### config.mk
export PLATFORM = sky130hd
export DESIGN_NAME = dual_rail_expect_sink_flat
export DESIGN_NICKNAME = d
export VERILOG_FILES = /design/src/rtl/dual_rail_expect_sink_pkg.sv /design/src/rtl/dual_rail_expect_sink_if.sv /design/src/rtl/dual_rail_expect_sink_sync2.sv /design/src/rtl/dual_rail_expect_sink.sv /design/src/flat_wrapper.sv
export SDC_FILE = /design/constraint.sdc
export NUM_CORES = 1
export LEC_CHECK = 0
export ABC_AREA = 1
export CAP_MARGIN = 20
export CORE_MARGIN = 2
export CORE_UTILIZATION = 54
export CTS_CLUSTER_SIZE = 24
export DETAILED_ROUTE_END_ITERATION = 10
export GPL_TIMING_DRIVEN = 0
export PLACE_DENSITY_LB_ADDON = 0.3
export SLEW_MARGIN = 0
export SYNTH_ARGS = -nofsm -noshare
export SYNTH_HDL_FRONTEND = slang
export SYNTH_HIERARCHICAL = 1
export SYNTH_SLANG_ARGS = --single-unit
### constraint.sdc
create_clock -name clk -period 3.7 [get_ports clk]
set_clock_uncertainty 0.15 [all_clocks]
set_input_delay 0.555 -clock clk [delete_from_list [all_inputs] [get_ports clk]]
set_output_delay 0.555 -clock clk [all_outputs]
set_load 0.02 [all_outputs]
### src/rtl/dual_rail_expect_sink_pkg.sv
// Shared definitions for the dual-rail channel sink (and its matching source).
//   state_e  : handshake FSM states
//   RAIL_0/1 : token values carried by rail d0 / rail d1
//   E_ACTIVE : asserted level of the channel enable/acknowledge
package dual_rail_expect_sink_pkg;

  typedef enum logic [0:0] {
    StWaitNeutral = 1'b0,
    StReady       = 1'b1
  } state_e;

  localparam logic RAIL_0   = 1'b0;
  localparam logic RAIL_1   = 1'b1;
  localparam logic E_ACTIVE = 1'b1;

  // Saturating increment used by error counters of any width up to 32 bits.
  function automatic logic [31:0] sat_inc(input logic [31:0] val, input logic [31:0] max);
    return (val >= max) ? max : val + 32'd1;
  endfunction

endpackage

### src/rtl/dual_rail_expect_sink_if.sv
// 1-of-2 dual-rail four-phase channel.
//   d0, d1 : data rails (one-hot when valid, both low when neutral)
//   e      : enable/acknowledge from the sink, high = ready for data
// master = token source (prsim side), slave = token sink.
interface dual_rail_expect_sink_if;
  logic d0;
  logic d1;
  logic e;

  modport master (output d0, output d1, input e);
  modport slave  (input d0, input d1, output e);
endinterface

### src/rtl/dual_rail_expect_sink_sync2.sv
// Two-flop synchroniser for one asynchronous rail.
//   clk   : destination clock
//   reset : synchronous active-high clear of both flops
//   d     : asynchronous input
//   q     : synchronised output, two edges behind d
module dual_rail_expect_sink_sync2 (
  input  logic clk,
  input  logic reset,
  input  logic d,
  output logic q
);

  logic meta_q;
  logic sync_q;

  always_ff @(posedge clk) begin
    if (reset) begin
      meta_q <= 1'b0;
      sync_q <= 1'b0;
    end else begin
      meta_q <= d;
      sync_q <= meta_q;
    end
  end

  assign q = sync_q;

endmodule

### src/rtl/dual_rail_expect_sink.sv
// Clocked sink for a 1-of-2 dual-rail four-phase channel. Acknowledges each
// token, compares it against EXPECT_SEQ and reports mismatches and protocol
// violations.
//   clk, reset : clock and synchronous active-high reset
//   ch         : dual-rail channel (slave side: d0/d1 in, e out)
//   stall      : holds off re-raising e while waiting for neutral
//   tok_valid  : one-cycle pulse per accepted token
//   tok_data   : value of the last accepted token
//   mismatch   : one-cycle pulse with tok_valid when token != expected
//   err_count  : saturating mismatch count
//   seq_idx    : index of the next expected token
//   done       : one-shot mode, all SEQ_LEN tokens received
//   overrun    : sticky, token received after done
//   proto_err  : sticky, both rails seen high together
module dual_rail_expect_sink
  import dual_rail_expect_sink_pkg::*;
#(
  parameter int unsigned SEQ_LEN    = 6,
  parameter logic [31:0] EXPECT_SEQ = 32'b000110,
  parameter bit          LOOP       = 1'b1,
  parameter int unsigned ERR_W      = 8
) (
  input  logic                 clk,
  input  logic                 reset,
  dual_rail_expect_sink_if.slave ch,
  input  logic                 stall,
  output logic                 tok_valid,
  output logic                 tok_data,
  output logic                 mismatch,
  output logic [ERR_W-1:0]     err_count,
  output logic [4:0]           seq_idx,
  output logic                 done,
  output logic                 overrun,
  output logic                 proto_err
);

  // Index is one bit wider than the port so one-shot mode can park at
  // SEQ_LEN == 32; in that corner seq_idx reads 0 and done disambiguates.
  localparam logic [5:0]       LAST_IDX = 6'(SEQ_LEN - 1);
  localparam logic [ERR_W-1:0] ERR_MAX  = '1;

  logic s0;
  logic s1;

  dual_rail_expect_sink_sync2 u_sync_d0 (
    .clk   (clk),
    .reset (reset),
    .d     (ch.d0),
    .q     (s0)
  );

  dual_rail_expect_sink_sync2 u_sync_d1 (
    .clk   (clk),
    .reset (reset),
    .d     (ch.d1),
    .q     (s1)
  );

  // Reset clears the synchronisers, so their zeros are not a real view of
  // the rails until two edges have refilled them. Without this hold-off a
  // reset during a token (rail still high) would raise e straight away.
  logic [1:0] fill_q, fill_d;
  logic       sync_ok;

  state_e             state_q, state_d;
  logic               tok_valid_q, tok_valid_d;
  logic               tok_data_q, tok_data_d;
  logic               mismatch_q, mismatch_d;
  logic [ERR_W-1:0]   err_q, err_d;
  logic [5:0]         idx_q, idx_d;
  logic               done_q, done_d;
  logic               overrun_q, overrun_d;
  logic               proto_q, proto_d;

  assign sync_ok = (fill_q == 2'd2);
  assign fill_d  = sync_ok ? fill_q : fill_q + 2'd1;

  always_comb begin
    state_d     = state_q;
    tok_valid_d = 1'b0;
    tok_data_d  = tok_data_q;
    mismatch_d  = 1'b0;
    err_d       = err_q;
    idx_d       = idx_q;
    done_d      = done_q;
    overrun_d   = overrun_q;
    proto_d     = proto_q;

    unique case (state_q)
      StWaitNeutral: begin
        if (sync_ok && !s0 && !s1 && !stall) begin
          state_d = StReady;
        end
      end
      StReady: begin
        if (s0 && s1) begin
          proto_d = 1'b1;
          state_d = StWaitNeutral;
        end else if (s0 ^ s1) begin
          state_d     = StWaitNeutral;
          tok_valid_d = 1'b1;
          tok_data_d  = s1 ? RAIL_1 : RAIL_0;
          if (done_q) begin
            // Past the end of a one-shot sequence: acknowledge, never compare.
            overrun_d = 1'b1;
          end else begin
            mismatch_d = (s1 != EXPECT_SEQ[idx_q[4:0]]);
            if (mismatch_d && (err_q != ERR_MAX)) begin
              err_d = err_q + ERR_W'(1);
            end
            if (LOOP) begin
              idx_d = (idx_q == LAST_IDX) ? 6'd0 : idx_q + 6'd1;
            end else begin
              idx_d = idx_q + 6'd1;
              if (idx_q == LAST_IDX) begin
                done_d = 1'b1;
              end
            end
          end
        end
      end
      default: state_d = StWaitNeutral;
    endcase
  end

  always_ff @(posedge clk) begin
    if (reset) begin
      fill_q      <= 2'd0;
      state_q     <= StWaitNeutral;
      tok_valid_q <= 1'b0;
      tok_data_q  <= 1'b0;
      mismatch_q  <= 1'b0;
      err_q       <= '0;
      idx_q       <= 6'd0;
      done_q      <= 1'b0;
      overrun_q   <= 1'b0;
      proto_q     <= 1'b0;
    end else begin
      fill_q      <= fill_d;
      state_q     <= state_d;
      tok_valid_q <= tok_valid_d;
      tok_data_q  <= tok_data_d;
      mismatch_q  <= mismatch_d;
      err_q       <= err_d;
      idx_q       <= idx_d;
      done_q      <= done_d;
      overrun_q   <= overrun_d;
      proto_q     <= proto_d;
    end
  end

  // e is a pure function of the registered state, so it is glitch-free.
  assign ch.e      = (state_q == StReady) ? E_ACTIVE : ~E_ACTIVE;
  assign tok_valid = tok_valid_q;
  assign tok_data  = tok_data_q;
  assign mismatch  = mismatch_q;
  assign err_count = err_q;
  assign seq_idx   = idx_q[4:0];
  assign done      = done_q;
  assign overrun   = overrun_q;
  assign proto_err = proto_q;

endmodule

### src/flat_wrapper.sv
// flat-port wrapper written by rule: the top's interface ports become plain ports
module dual_rail_expect_sink_flat import dual_rail_expect_sink_pkg::*;
#(
  parameter int unsigned SEQ_LEN    = 6,
  parameter logic [31:0] EXPECT_SEQ = 32'b000110,
  parameter bit          LOOP       = 1'b1,
  parameter int unsigned ERR_W      = 8
)
  (clk, reset, stall, tok_valid, tok_data, mismatch, err_count, seq_idx, done, overrun, proto_err, ch_d0, ch_d1, ch_e);
  dual_rail_expect_sink_if ch_i ();
  input  logic clk;
  input  logic reset;
  input  logic stall;
  output logic tok_valid;
  output logic tok_data;
  output logic mismatch;
  output logic [ERR_W-1:0] err_count;
  output logic [4:0] seq_idx;
  output logic done;
  output logic overrun;
  output logic proto_err;
  input wire logic [$bits(ch_i.d0)-1:0] ch_d0;
  input wire logic [$bits(ch_i.d1)-1:0] ch_d1;
  output wire logic [$bits(ch_i.e)-1:0] ch_e;
  assign ch_i.d0 = ch_d0;
  assign ch_i.d1 = ch_d1;
  assign ch_e = ch_i.e;
  dual_rail_expect_sink #(.SEQ_LEN(SEQ_LEN), .EXPECT_SEQ(EXPECT_SEQ), .LOOP(LOOP), .ERR_W(ERR_W)) u_core (.clk(clk), .reset(reset), .ch(ch_i), .stall(stall), .tok_valid(tok_valid), .tok_data(tok_data), .mismatch(mismatch), .err_count(err_count), .seq_idx(seq_idx), .done(done), .overrun(overrun), .proto_err(proto_err));
endmodule
==> results.cfg, run 1 <==
[worst_setup_path]
critPathMaxStageDelay_ps = 670
critPathKind = flip-flop to output pin
critPathSlowestCell = clkdlybuf4s50_1
critPathArrivalTime_ps = 1520
worstRegToRegCells = 10
cp-startpoint = u_core/state_q$_SDFF_PP0_
crit_fanout = 8
path_delay_family = buffers and inverters
rr_endpoint = u_core/err_count[5]$_SDFFE_PP0P_
worstPathCellList = clkdlybuf4s50_1
worst_setup_path_end_kind = output pin
cp.required_ps = 2990
r2r_slack_ps = 1810
crit_buf_inv = 1
worstReg2RegStart = u_core/u_sync_d1/q$_SDFF_PP0_
worstSetupStartpointType = flip-flop

[final_layout]
drive_gt1_share_pct = 7.69
area_growth_pct = 22.7
final_cells = 236
fillers = 197
multi_input_area_sq_um = 619
final_util_pct = 70.8
largest_reg_flops = 8
fin_nets = 220
num_antenna_cells = 0
ff_latch_area_sq_um = 520

[logic_synthesis]
synthDistinctLibCells = 21
syn_area_per_cell_sq_um = 7.19
ys_seq_area_share_pct = 40.0
synth_top_cell_by_area = dfxtp_1
synth_top_cell_area_share_pct = 40.0
ys.warnings.count = 6
syn-cell-area_sq_um = 1300
ys_ff_latch = 26
synthCells = 181
synth_top_cells_by_area = dfxtp_1, nand2_1, nor2_1, inv_1, ha_1

[timing]
finalSetupViolCount = 0
setup_tns_ps = 0
min_period_ps = 2230
final-max-slew-violation-count = 0
fmax_mhz = 448
finalHoldViolations = 0
fin_crit_sh_pct = 60.3
layout_setup_ws_ps = 1470
rsz0062_at_grt = false

[drt]
drc = 0
via_per_inst = 4.87
dr.first_iter.drc_count = 31
num_vias = 1149
wl_per_cell_microns = 10.3
dr.pass1.iters = 4
postRouteAntennaNets = 0
wl_microns = 2430

[clock_tree]
cts_max_level = 1
cts_resized = 0
cts_max_path_buffers = 2
clk_latency_ps = 320
cts_tree = built
root_buffer = clkbuf_4
cts_buffers = 3
cts.sinks = 26
clk_pin_slew_ps = 140
cts_hold_buf = 0
post-cts-setup-buffers = 0

[place]
io_buffers = 22
dp_hpwl_microns = 1810
gp_congestion = 0.893
dp.cells = 232
place_ws_ps = 1560

[pwr]
power.internal_uw = 381
p_comb_share_pct = 12.5
p_sw_uw = 129
p_leak_uw = 0.000710
finalPower_uw = 510
clkPwrFrac_pct = 28.2
ir_drop_uv = 290
p_sw_share_pct = 25.3
p_per_area_nw_per_um2 = 320
power_frac_seq_pct = 59.3

[hold_path]
holdCritStartpoint = u_core/u_sync_d1/meta_q$_SDFF_PP0_
min_path_type = flip-flop to flip-flop
whs_path_depth = 2
min_to = u_core/u_sync_d1/q$_SDFF_PP0_

[global_routing]
grt_pass1_wl_microns = 4260
grt_max_degree = 15
grt_pass1_vias = 1053
grt_use_total_pct = 20.3
antenna_found_initial = 0
overflow = 0

[die]
die_w_microns = 53.1
boundaryPins = 25
die_h_microns = 53.1
core-area_sq_um = 2250
die_area_sq_um = 2820
rows = 17
start_util_pct = 57.7

[job]
cap_viol_max_count = 0

[outcome]
status = finished, final reports clean
[cell families (layout without fill, tap and decap cells)]
kind of cell,Yosys count,after routing,synth area share [%]
simple gates,88,88,29.1
compound gates,19,19,8.08
flops,26,26,40.0
xor+xnor,6,6,4.04
buf+inv,35,61,12.7
fa+ha+maj,6,6,5.77
other cells,1,2,0.288
[layout make-up]
type,instances,share of cell area (%)
Clock buffer,4,2.27
Buffer,9,4.23
Timing Repair Buffer,22,13.8
Tap cell,28,2.19
Multi-Input combinational cell,121,38.8
Sequential cell,26,32.6
Inverter,26,6.11
[stage by stage]
stage | cell area (sq um) | hold slack [ps]
after floorplan | 1310 | 238
after global placement | 1560 | 244
final | 1600 | 260
after CTS | 1600 | 262
after global routing | 1600 | 285
after detailed placement | 1560 | 243
[per-layer routing]
layer	vias up	GRT usage (%)	routed length [microns]
li1	609	-	-
met1	501	25.8	1120
met2	37	34.4	1140
met3	2	3.39	149
met4	0	6.84	14
met5	-	0	0
[tightest hold or removal path, stage by stage, from the launching register on]
cell and delay (ps):
dfxtp_1 320, inv_1 40, nor2_1 30
[how the worst max path moves through the flow]
stage / slack, ps / cells past startpoint / to
final: 1470 / 1 / ch_e
after global routing: 1400 / 2 / seq_idx[0]
after CTS: 1460 / 1 / ch_e
after detailed placement: 1560 / 8 / flip-flop
after global placement: 1600 / 8 / flip-flop
after floorplan: 2010 / 10 / u_core/err_count[5]$_SDFFE_PP0P_
[power groups by stage]
stage / logic, uW / clock network (uW) / registers (uW)
floorplan: 43.3 / 0 / 309
global placement: 60.4 / 0 / 308
detailed placement: 63.1 / 0 / 309
CTS: 64.1 / 147 / 302
global route: 75.8 / 153 / 304
finish: 63.7 / 144 / 303
[cell usage in the layout, fill, tap and decap left out]
| master | Yosys | routed |
|---|---|---|
| a21oi_1 | 12 | 12 |
| a32oi_1 | 1 | 1 |
| buf_4 | 7 | 7 |
| buf_6 | 1 | 1 |
| clkbuf_1 | 1 | 1 |
| clkbuf_4 | 0 | 3 |
| clkbuf_8 | 0 | 1 |
| clkdlybuf4s50_1 | 0 | 22 |
| conb_1 | 1 | 2 |
| dfxtp_1 | 26 | 26 |
| ha_1 | 6 | 6 |
| inv_1 | 26 | 26 |
| nand2_1 | 41 | 41 |
| nand2_2 | 1 | 1 |
| nand3_1 | 12 | 12 |
| nand3_4 | 1 | 1 |
| nand4_1 | 3 | 3 |
| nor2_1 | 27 | 27 |
| nor2_4 | 1 | 1 |
| nor3_1 | 2 | 2 |
| o21ai_0 | 5 | 5 |
| o21bai_2 | 1 | 1 |
| xnor2_1 | 4 | 4 |
| xor2_1 | 2 | 2 |
[synth_stat cells, drive strengths merged]
cell / number
a21oi: 12
a32oi: 1
buf: 8
clkbuf: 1
conb: 1
dfxtp: 26
ha: 6
inv: 26
nand2: 42
nand3: 13
nand4: 3
nor2: 28
nor3: 2
o21ai: 5
o21bai: 1
xnor2: 4
xor2: 2
Power figures use the tool's default switching activity.
==> run 2, diff against run 1 <==
--- a/config.mk
+++ b/config.mk
@@ -8,7 +8,7 @@
 export ABC_AREA = 1
 export CAP_MARGIN = 20
 export CORE_MARGIN = 2
-export CORE_UTILIZATION = 54
+export CORE_UTILIZATION = 46
 export CTS_CLUSTER_SIZE = 24
 export DETAILED_ROUTE_END_ITERATION = 10
 export GPL_TIMING_DRIVEN = 0
==> constraint.sdc (replaced) <==
create_clock -name clk -period 1.81 [get_ports clk]
set_clock_uncertainty 0.15 [all_clocks]
set_input_delay 0.2715 -clock clk [delete_from_list [all_inputs] [get_ports clk]]
set_output_delay 0.2715 -clock clk [all_outputs]
set_load 0.02 [all_outputs]
==> run 2 against run 1 <==
Compared with the run above:
- sequential power rose by 100%
- global-route usage fell by 4.1 points
- count of clock-buffer cells in the layout fell by 1
- utilization fell by 9.4 points
- clock power rose to 2.8 times the previous value
- flip-flop and latch count did not move
- critical path type unchanged
==> results.cfg, run 2 (synthesis gave the netlist of run 1 again) <==
[outcome]
status = finished, final reports clean

[global_routing]
grt_use_total_pct = 16.1
grt_pass1_wl_microns = 4230
grt_max_degree = 16
grt_pass1_vias = 1018
overflow = 0
antenna_found_initial = 0

[final_layout]
drive_gt1_share_pct = 14.7
final_util_pct = 61.4
final_cells = 242
postLayoutCellArea_sq_um = 1670
fin_nets = 223
final_common_cell = nand2_1
most-common-layout-cells = nand2_1, nor2_1, inv_1, dfxtp_1
fillers = 253
num_antenna_cells = 0
largest_reg_flops = 8
area_growth_pct = 28.0

[timing]
rsz0062_at_grt = false
min_period_ps = 1750
finalHoldViolations = 0
fmax_mhz = 572
finalSetupViolCount = 0
fin_crit_sh_pct = 96.5
final-max-slew-violation-count = 0
layout_setup_ws_ps = 63.3

[clock_tree]
cts_hold_buf = 0
root_buffer = clkbuf_4
cts_buffers = 3
cts_max_path_buffers = 2
cts_max_level = 1
clk_pin_slew_ps = 150
cts.sinks = 26
clk_latency_ps = 330
cts_tree = built

[drt]
dr.pass1.iters = 5
wl_per_cell_microns = 10.4
num_vias = 1202
via_per_inst = 4.97
wl_microns = 2520
drc = 0
dr.first_iter.drc_count = 28
postRouteAntennaNets = 0

[worst_setup_path]
crit_fanout = 3
worstPathCellList = clkdlybuf4s50_1
path_delay_family = buffers and inverters
critPathKind = flip-flop to output pin
critPathSlowestCell = clkdlybuf4s50_1
r2r_slack_ps = 120
critPathArrivalTime_ps = 1330
crit_buf_inv = 1
worstSetupStartpointType = flip-flop
worst_setup_path_end_kind = output pin
critPathMaxStageDelay_ps = 610
cp.required_ps = 1390

[place]
place_area_sq_um = 1560
io_buffers = 22
place_ws_ps = -59.7
gp_congestion = 0.858
dp.cells = 235
dp_hpwl_microns = 1790

[die]
core-area_sq_um = 2710
die_h_microns = 57.2
start_util_pct = 48.0
die_w_microns = 57.2
die_area_sq_um = 3270
boundaryPins = 25
rows = 19

[pwr]
ir_drop_uv = 616
p_per_area_nw_per_um2 = 696
finalPower_uw = 1160
p_leak_uw = 0.000836

[job]
cap_viol_max_count = 0

[hold_path]
min_path_type = flip-flop to flip-flop
## run 2: final cells by class
class	instances	area [sq um]	area share [%]
plain buffers	9	67.6	4.06
clock buffers	3	22.5	1.35
clock inverters	1	30.0	1.80
inverters	26	97.6	5.86
multi-input cells	122	648	38.9
flip-flops and latches	26	531	31.9
well taps	31	38.8	2.33
repair buffers	24	230	13.8
## run 2: routing by layer
layer / GRT usage, % / part of all wire (%)
met4: 7.31 / 2.4
met5: 0 / 0
met3: 2.72 / 4.8
met1: 20.8 / 44
met2: 26.4 / 49
## run 2: worst paths after layout
| path | start | endpoint | depth (start not counted) |
|---|---|---|---|
| worst max-delay path | u_core/err_count[0]$_SDFFE_PP0P_ | err_count[0] | 1 |
| worst min-delay path | u_core/u_sync_d1/meta_q$_SDFF_PP0_ | u_core/u_sync_d1/q$_SDFF_PP0_ | 2 |
| worst max register to register | u_core/u_sync_d1/q$_SDFF_PP0_ | flip-flop | 11 |
| worst min register to register | u_core/u_sync_d1/meta_q$_SDFF_PP0_ | u_core/u_sync_d1/q$_SDFF_PP0_ | 2 |
## run 2: power breakdown
group | switching [uW] | internal (uW) | total, uW
clock network | 179 | 224 | 403
registers | 18.4 | 600 | 619
logic | 77.7 | 60.5 | 138
## run 2: what timing repair did
item / in CTS / in global routing
pin swaps: 1 / 2
gates cloned: 1 / 0
gates resized for setup: 19 / 9
setup endpoints to repair: 16 / 11
buffers inserted: 0 / 2
## run 2: stage by stage
stage                     hold slack, ps  TNS [ps]
after floorplan                      193         0
after global placement               245     -33.2
after detailed placement             246      -114
after CTS                            258         0
after global routing                 278         0
final                                256         0
